$ cat config.mk
export PLATFORM = sky130hd
export DESIGN_NAME = bfly_sched
export DESIGN_NICKNAME = d
export VERILOG_FILES = /design/src/rtl/bfly_sched.sv
export SDC_FILE = /design/constraint.sdc
export NUM_CORES = 1
export LEC_CHECK = 0
export CAP_MARGIN = 20
export CORE_MARGIN = 3
export CORE_UTILIZATION = 35
export CTS_CLUSTER_SIZE = 20
export DETAILED_ROUTE_END_ITERATION = 12
export GPL_ROUTABILITY_DRIVEN = 0
export GPL_TIMING_DRIVEN = 0
export SYNTH_ARGS = -nofsm -noshare
export SYNTH_HDL_FRONTEND = slang
export SYNTH_SLANG_ARGS = --single-unit
$ cat constraint.sdc
create_clock -name clk -period 4.5 [get_ports clk]
set_clock_uncertainty 0.2 [all_clocks]
set_input_delay 0.675 -clock clk [delete_from_list [all_inputs] [get_ports clk]]
set_output_delay 0.675 -clock clk [all_outputs]
set_load 0.005 [all_outputs]
$ cat src/rtl/bfly_sched.sv
// 8-point radix-2 FFT scheduler: loads samples in bit-reversed order, drives
// an external combinational butterfly for 12 cycles, then unloads in natural
// order. Forward and inverse twiddles are selected by a mode latched per frame.
//
// state      | meaning
// -----------+----------------------------------------------------------
// ST_LOAD    | accept 8 input beats, write to mem[bitrev3(n)]
// ST_COMPUTE | one butterfly per cycle, stage s=0..2, butterfly b=0..3
// ST_UNLOAD  | present mem[0..7] on the output handshake
module bfly_sched (
   input  logic              clk,
   input  logic              rst_n,
   input  logic              mode,
   input  logic              in_valid,
   output logic              in_ready,
   input  logic signed [8:0] in_re,
   input  logic signed [8:0] in_im,
   output logic              out_valid,
   input  logic              out_ready,
   output logic signed [8:0] out_re,
   output logic signed [8:0] out_im,
   output logic signed [8:0] bf_inr,
   output logic signed [8:0] bf_ini,
   output logic signed [8:0] bf_yr,
   output logic signed [8:0] bf_yi,
   output logic signed [8:0] bf_wr,
   output logic signed [8:0] bf_wi,
   input  logic signed [8:0] bf_in0r,
   input  logic signed [8:0] bf_in0i,
   input  logic signed [8:0] bf_in1r,
   input  logic signed [8:0] bf_in1i,
   output logic              busy
);

   typedef enum logic [1:0] {
      ST_LOAD    = 2'd0,
      ST_COMPUTE = 2'd1,
      ST_UNLOAD  = 2'd2
   } state_t;

   state_t            state_q, state_d;
   logic [2:0]        beat_q, beat_d;
   logic [1:0]        stg_q, stg_d;
   logic [1:0]        bfi_q, bfi_d;
   logic              run_q;
   logic              mode_q;
   logic signed [8:0] mem_re_q [8];
   logic signed [8:0] mem_im_q [8];

   logic              in_fire, out_fire, last_bf;
   logic [2:0]        i0, i1, wr_addr;
   logic [1:0]        tw_k;
   logic signed [8:0] tw_re, tw_im;

   assign in_fire  = in_valid & in_ready;
   assign out_fire = out_valid & out_ready;
   assign last_bf  = (stg_q == 2'd2) && (bfi_q == 2'd3);
   assign wr_addr  = {beat_q[0], beat_q[1], beat_q[2]};
   assign i1       = i0 | (3'd1 << stg_q);

   // Butterfly operand indices and twiddle exponent for the current (s, b)
   always_comb begin
      i0   = '0;
      tw_k = '0;
      case (stg_q)
         2'd0: begin
            i0   = {bfi_q, 1'b0};
            tw_k = 2'd0;
         end
         2'd1: begin
            i0   = {bfi_q[1], 1'b0, bfi_q[0]};
            tw_k = {bfi_q[0], 1'b0};
         end
         default: begin
            i0   = {1'b0, bfi_q};
            tw_k = bfi_q;
         end
      endcase
   end

   // Twiddle ROM, Q8 format, indexed by latched direction and exponent
   always_comb begin
      tw_re = '0;
      tw_im = '0;
      case ({mode_q, tw_k})
         3'b000: begin tw_re = 9'sh0FF; tw_im = 9'sh000; end
         3'b001: begin tw_re = 9'sh0B5; tw_im = 9'sh14B; end
         3'b010: begin tw_re = 9'sh000; tw_im = 9'sh100; end
         3'b011: begin tw_re = 9'sh14B; tw_im = 9'sh14B; end
         3'b100: begin tw_re = 9'sh0FF; tw_im = 9'sh000; end
         3'b101: begin tw_re = 9'sh0B5; tw_im = 9'sh0B5; end
         3'b110: begin tw_re = 9'sh000; tw_im = 9'sh0FF; end
         default: begin tw_re = 9'sh14B; tw_im = 9'sh0B5; end
      endcase
   end

   // State and counter registers; run_q keeps in_ready low until the first edge after reset
   always_ff @(posedge clk or negedge rst_n) begin
      if (!rst_n) begin
         state_q <= ST_LOAD;
         beat_q  <= '0;
         stg_q   <= '0;
         bfi_q   <= '0;
         run_q   <= 1'b0;
      end else begin
         state_q <= state_d;
         beat_q  <= beat_d;
         stg_q   <= stg_d;
         bfi_q   <= bfi_d;
         run_q   <= 1'b1;
      end
   end

   // Next-state and counter advance
   always_comb begin
      state_d = state_q;
      beat_d  = beat_q;
      stg_d   = stg_q;
      bfi_d   = bfi_q;
      case (state_q)
         ST_LOAD: begin
            if (in_fire) begin
               beat_d = beat_q + 3'd1;
               if (beat_q == 3'd7) state_d = ST_COMPUTE;
            end
         end
         ST_COMPUTE: begin
            bfi_d = bfi_q + 2'd1;
            if (bfi_q == 2'd3) stg_d = stg_q + 2'd1;
            if (last_bf) begin
               stg_d   = '0;
               state_d = ST_UNLOAD;
            end
         end
         ST_UNLOAD: begin
            if (out_fire) begin
               beat_d = beat_q + 3'd1;
               if (beat_q == 3'd7) state_d = ST_LOAD;
            end
         end
         default: state_d = ST_LOAD;
      endcase
   end

   // Outputs decoded from state; everything not owned by the state is driven to zero
   always_comb begin
      in_ready  = run_q && (state_q == ST_LOAD);
      out_valid = (state_q == ST_UNLOAD);
      busy      = (state_q == ST_COMPUTE) || (state_q == ST_UNLOAD);
      out_re    = '0;
      out_im    = '0;
      bf_inr    = '0;
      bf_ini    = '0;
      bf_yr     = '0;
      bf_yi     = '0;
      bf_wr     = '0;
      bf_wi     = '0;
      if (state_q == ST_UNLOAD) begin
         out_re = mem_re_q[beat_q];
         out_im = mem_im_q[beat_q];
      end
      if (state_q == ST_COMPUTE) begin
         bf_inr = mem_re_q[i0];
         bf_ini = mem_im_q[i0];
         bf_yr  = mem_re_q[i1];
         bf_yi  = mem_im_q[i1];
         bf_wr  = tw_re;
         bf_wi  = tw_im;
      end
   end

   // Sample memory: bit-reversed loads, in-place butterfly write-back, per-frame mode latch
   always_ff @(posedge clk or negedge rst_n) begin
      if (!rst_n) begin
         mode_q <= 1'b0;
         for (int i = 0; i < 8; i++) begin
            mem_re_q[i] <= '0;
            mem_im_q[i] <= '0;
         end
      end else begin
         if ((state_q == ST_LOAD) && in_fire) begin
            mem_re_q[wr_addr] <= in_re;
            mem_im_q[wr_addr] <= in_im;
            if (beat_q == 3'd0) mode_q <= mode;
         end
         if (state_q == ST_COMPUTE) begin
            mem_re_q[i0] <= bf_in0r;
            mem_im_q[i0] <= bf_in0i;
            mem_re_q[i1] <= bf_in1r;
            mem_im_q[i1] <= bf_in1i;
         end
      end
   end

endmodule

# Yosys cells after proc, flatten, opt, wreduce, memory -nomap -nowiden
# Index checks and enable logic that the tools add are counted.
[word_totals] regBits=155 output_inout_bits=75
[classes] add_sub_neg=3 magnitude_cmp=7 n_eq_ne=17 n_shift=1 muxes=57 bitwise_logic=7 n_reduce_logical=21
[ops] operator="72-bit bitwise mux" count=6
[ops] operator="72-bit 2-to-1 mux" count=4
[ops] operator="9-bit 2-to-1 mux" count=23
[ops] operator="9-bit binary-select mux with 3-bit select" count=6
[ops] operator="9-bit demux with 3-bit select" count=3
[ops] operator="9-bit case mux with 4 select lines" count=1
[ops] operator="9-bit case mux with 3 select lines" count=1
[ops] operator="4-bit >= comparator (second input constant)" count=4
[ops] operator="3-bit NOT with 4-bit output" count=4
[ops] operator="2-bit 2-to-1 mux" count=7
[ops] operator="3-bit == test (second input constant)" count=4
[ops] operator="4-bit by 1-bit < comparator with 1-bit output (second input constant)" count=3
[ops] operator="3-bit case mux with 2 select lines" count=2
[ops] operator="2-bit OR reduction" count=4
[ops] operator="2-bit == test (second input constant)" count=3
[ops] operator="3-bit by 2-bit == test with 1-bit output (second input constant)" count=2
[ops] operator="1-bit logical AND" count=6
[ops] operator="3-bit zero test" count=2
[ops] operator="3-bit 2-to-1 mux" count=2
[ops] operator="2-bit != test (second input constant)" count=3
[ops] operator="2-bit case mux with 3 select lines" count=1
[ops] operator="5-bit AND reduction" count=1
[ops] operator="2-bit by 1-bit adder with 2-bit output (second input constant)" count=2
[ops] operator="2-bit by 1-bit == test with 1-bit output (second input constant)" count=2
[ops] operator="other kinds (12)" count=17

# Logic depth before layout (Yosys ltp)
[depth] depth_word=10 ltp_mapped=10 mapped_depth_nobuf=7

# Worst setup path after synthesis
# No wires, ideal clock.
[synth_path] kind="flip-flop to output port" startpoint="register state_q[1]" endpoint="output port bf_wi[3]" arrival_ns=1.942 setup_slack_ns=1.683 stages_incl_launch_ff=10 path_buffers=5 cell_sequence="dfrtp_1 > inv_1 > ha_1 > clkbuf_1 > inv_2 > buf_2 > buf_1 > buf_1 > a21oi_1 > buf_4"
[synth_between] elab_chain_cells=2
[synth_rtl] item="from (decl)" line_no="41" text="state_t state_q, state_d;"
[synth_rtl] item="from (signal assigned)" line_no="106" text="state_q <= state_d;"
[synth_rtl] item="2-bit by 1-bit == test with 1-bit output" line_no="162" text="if (state_q == ST_COMPUTE) begin"
[synth_rtl] item="9-bit 2-to-1 mux" line_no="162"
[synth_rtl] item="to (decl)" line_no="27" text="output logic signed [8:0] bf_wi,"
# Every way passes these cells.

# Worst setup path after layout
[layout_path] startpoint="register bfi_q[1]" endpoint="output port bf_yi[6]"
[layout_between] elab_chain_cells=7
[layout_rtl] item="from (decl)" line_no="44" text="logic [1:0] bfi_q, bfi_d;"
[layout_rtl] item="from (signal assigned)" line_no="109" text="bfi_q <= bfi_d;"
[layout_rtl] item="3-bit case mux with 2 select lines" line_no="65" text="case (stg_q)"
[layout_rtl] item="3-bit bitwise OR" line_no="59" text="assign i1 = i0 | (3'd1 << stg_q);"
[layout_rtl] item="3-bit NOT with 4-bit output (not written as such)" line_no="166" text="bf_yi = mem_im_q[i1];"
[layout_rtl] item="9-bit binary-select mux with 3-bit select" line_no="166"
[layout_rtl] item="9-bit 2-to-1 mux (not written as such) (2 in series)" line_no="166"
[layout_rtl] item="9-bit 2-to-1 mux" line_no="162"
[layout_rtl] item="to (decl)" line_no="25" text="output logic signed [8:0] bf_yi,"
# Every way passes these cells. The select of a mux whose other input is x is not followed.

==> flow_summary.toml <==
[run_status]
outcome = "finished, violations left"
violations = "negative setup slack"

[power]
vdd_ir_drop_max_uv = 440
p_leak_nw = 5.62
p_per_area_nw_per_um2 = 917
share_of_total_power_in_the_clock_network_pct = 11.4
seqPwrFrac_pct = 22.8
share_comb_of_total_power_pct = 65.7
internal-power_mw = 6.24
finalPower_mw = 12.7
netSwitchingFraction_pct = 51.0
sw_pwr_mw = 6.50

[setup_path]
timing.critical_path.from_type = "flop"
rr_worst_depth = 10
worstSetupPathType = "reg2out"
critPathSlowestCell = "nor4_1"
critPathLaunch = "bfi_q[1]$_DFFE_PN0P_"
reg2reg_from = "beat_q[1]$_DFFE_PN0P_"
crit_end_category = "output pin"
critical_path.max_fanout = 10
regToRegSetupSlack_ps = 320
required_ps = 3620
cp_cell_sequence = "buf_4 > buf_6 > xnor2_1 > nand2_1 > buf_2 > o22ai_1 > nor4_1 > clkdlybuf4s50_1"
critical-path-max-stage-delay_ps = 710
worst_r2r_endpoint = "mem_re_q[66]$_DFF_PN0_"
data_arrival_time_at_the_worst_slack_endpoint_ps = 3800

[logic_synthesis]
yosys_warnings = 0
proportion_of_netlist_area_held_by_the_largest_area_contributor_pct = 33.1
synth_seq_area_share_pct = 33.1
yosys.cell_count.top_type = "nand2_1"
yosys_register_bits = 155
synth_top_cells_by_area = "dfrtp_1, mux2i_1, o22ai_1, mux4_2, a22oi_1"
yosys.area_share.adder_pct = 1.28
syn_nets = 1331
async_reset_ff_share_pct = 100
synth_cells = 1260
count_of_cell_types_in_the_netlist = 70
synth_top_family_by_area = "compound AO/OA/AOI/OAI gates"
share_of_the_synthesized_area_in_compound_gates_ao_oa_aoi_oai_pct = 27.7
syn_area_um2 = 11700
post_synth_most_frequent_cells = "nand2_1, o22ai_1, dfrtp_1"
synth_simple_gate_area_share_pct = 11.8
number_of_enable_flip_flop_cells_after_synthesis = 0
synth.mux.area_fraction_pct = 18.2
synth_area_per_cell_um2 = 9.30
synthXorXnorAreaFrac_pct = 0.299
ys.flop_type = "dfrtp_1"
yosysTopAreaCell = "dfrtp_1"

[global_route]
global_route.usage.total_pct = 32.8
grt_start_max_net_pins = 111
via_count_of_the_first_global_routing_pass = 12600
gr-total-overflow = 0
grt_pass1_wl_mm = 85.9
grt_antenna_before_repair = 2

[finish]
area_growth_syn_to_layout_pct = 18.6
fin_util_pct = 42.4
final_net_count = 1449
fillers = 3217
share_of_cells_above_drive_strength_1_pct = 15.6

[clocking]
cts_tree = "yes"
cts.reportedPaths.clkPinSlew_ps = 60
clk_path_buf_depth = 2
cts.sinks = 155
clk-insertion-delay-late_ps = 450
cts_htree_levels = 4
master_cell_of_the_clock_root_buffer = "clkbuf_16"
numCtsBuffers = 17

[die]
x_dimension_of_the_die_um = 189
dieHeight_um = 189
floorplan.rows = 66
num_io_pins = 134
core_area_um2 = 32800
start_util_pct = 35.7
design.die.area_um2 = 35700

[routing]
wirelength_mm = 60.7
final_antenna_net_count = 0
drtPass1Iterations = 8
drt_iter0_drc = 2641
avgRoutedWirePerCell_um = 33.1
drt_drc_violations_left = 0
vias_per_cell = 7.20
detailroute.via_count = 13200

[placed_design]
post-place-ws_ps = 108
port_buffers = 97
dp_hpwl_mm = 38.8

[hold_path]
hold_start = "state_q[1]$_DFFE_PN0P_"
holdCritPathClass = "reg2reg"
worstHoldPathCells = 1
hold-path-endpoint = "state_q[1]$_DFFE_PN0P_"

[timing]
minimum_hold_slack_ps = 329
max_clk_rate_ghz = 0.214
max_slew.worst_pin.slew_ps = 1080
final_critical_path_setup_slack_ps = -179
post-route-min-period_ps = 4680
finalCritPeriodShare_pct = 104
unrepaired_setup_endpoints_after_global_routing = "false"
finalSetupTns_ps = -203
slew_viol_final = 0
timing_hold_violations_final = 0
setup_violations = 2
slew_headroom_pct = 27.6

[job]
maxCapViolations = 0
## cell usage in the layout, fill, tap and decap left out, types with 5 or more instances in the layout
| cell | instances |
|---|---|
| nand2_1 | 181 |
| o22ai_1 | 163 |
| dfrtp_1 | 155 |
| mux2i_1 | 126 |
| a22oi_1 | 96 |
| clkdlybuf4s50_1 | 96 |
| o21ai_0 | 54 |
| clkbuf_1 | 53 |
| buf_2 | 51 |
| mux4_2 | 36 |
| a32oi_1 | 30 |
| buf_4 | 23 |
| clkbuf_2 | 23 |
| nor4_1 | 22 |
| o221ai_1 | 21 |
| a21boi_0 | 18 |
| o21bai_1 | 17 |
| clkbuf_16 | 17 |
| and3_1 | 15 |
| a221oi_1 | 15 |
| nor2_1 | 14 |
| ha_1 | 11 |
| buf_1 | 10 |
| a32o_1 | 10 |
| inv_1 | 9 |
| nor3_1 | 9 |
| buf_6 | 8 |
| nor3_2 | 7 |
| mux2_2 | 5 |
| clkinv_2 | 5 |
## registers in the layout, summed over array words and instances, names as in the netlist
name      count
mem_im_q     72
mem_re_q     72
beat_q        3
bfi_q         2
state_q       2
stg_q         2
mode_q        1
run_q         1
## per-layer routing
layer / global-route usage [%] / part of all wire, % / vias up
li1: - / - / 5128
met1: 42.4 / 36 / 6308
met2: 45.4 / 40 / 1390
met3: 13.6 / 16 / 370
met4: 20.0 / 7.4 / 4
met5: 0.549 / 0.056 / -
## kinds of logic (layout without fill, tap and decap cells)
group,count (synthesis),in the layout
muxes,167,167
and+or+nand+nor,287,287
buffers and inverters,180,310
DFF,155,155
xor gates and xnor gates,4,4
other,1,3
AOI/OAI and AO/OA,454,454
adders and majority gates,12,12
## critical path: cells and delay by family (launching register included)
family,cells,cell delay (ps)
compound gates,1,120
xor+xnor,1,150
buf+inv,4,1420
flops,1,390
simple gates,2,1270
## power groups by stage
stage | Sequential [mW] | Combinational, mW | Clock [mW]
final | 2.91 | 8.37 | 1.46
after global routing | 2.95 | 8.63 | 1.49
after CTS | 2.83 | 7.94 | 1.43
after detailed placement | 2.85 | 7.89 | 0
after global placement | 2.83 | 7.77 | 0
after floorplan | 2.53 | 4.79 | 0
## what timing repair did
action,CTS,global route
buffers inserted,0,0
resized for setup,5,17
endpoints found under the setup margin,13,29
hold buffers,1,0
endpoints found under the hold margin,45,0
## per-stage QoR
stage	instance area [µm²]	instances
after global placement	13200	1799
final	13900	1834
after detailed placement	13300	1800
after CTS	13900	1831
after floorplan	11700	1260
after global routing	13900	1833
## final cells by class
class	instances	area (µm²)	area share (%)
Multi-Input combinational cell	925	6960	50.1
Sequential cell	155	3880	27.9
Buffer	168	866	6.23
Timing Repair Buffer	100	1020	7.37
Clock inverter	11	96.3	0.693
Inverter	11	41.3	0.297
Tap cell	442	553	3.98
Antenna cell	2	5.00	0.0360
Clock buffer	20	467	3.36
## worst max path at each step
stage	cells after the start	endpoint	slack [ps]
after floorplan	9	bf_wi[3]	1680
after global placement	1	mem_im_q[2]$_DFF_PN0_	-4460
after detailed placement	10	bf_wi[6]	110
after CTS	6	out_im[8]	7
after global routing	8	bf_ini[6]	20
final	8	bf_yi[6]	-180
(Power assumes the default switching activity.)
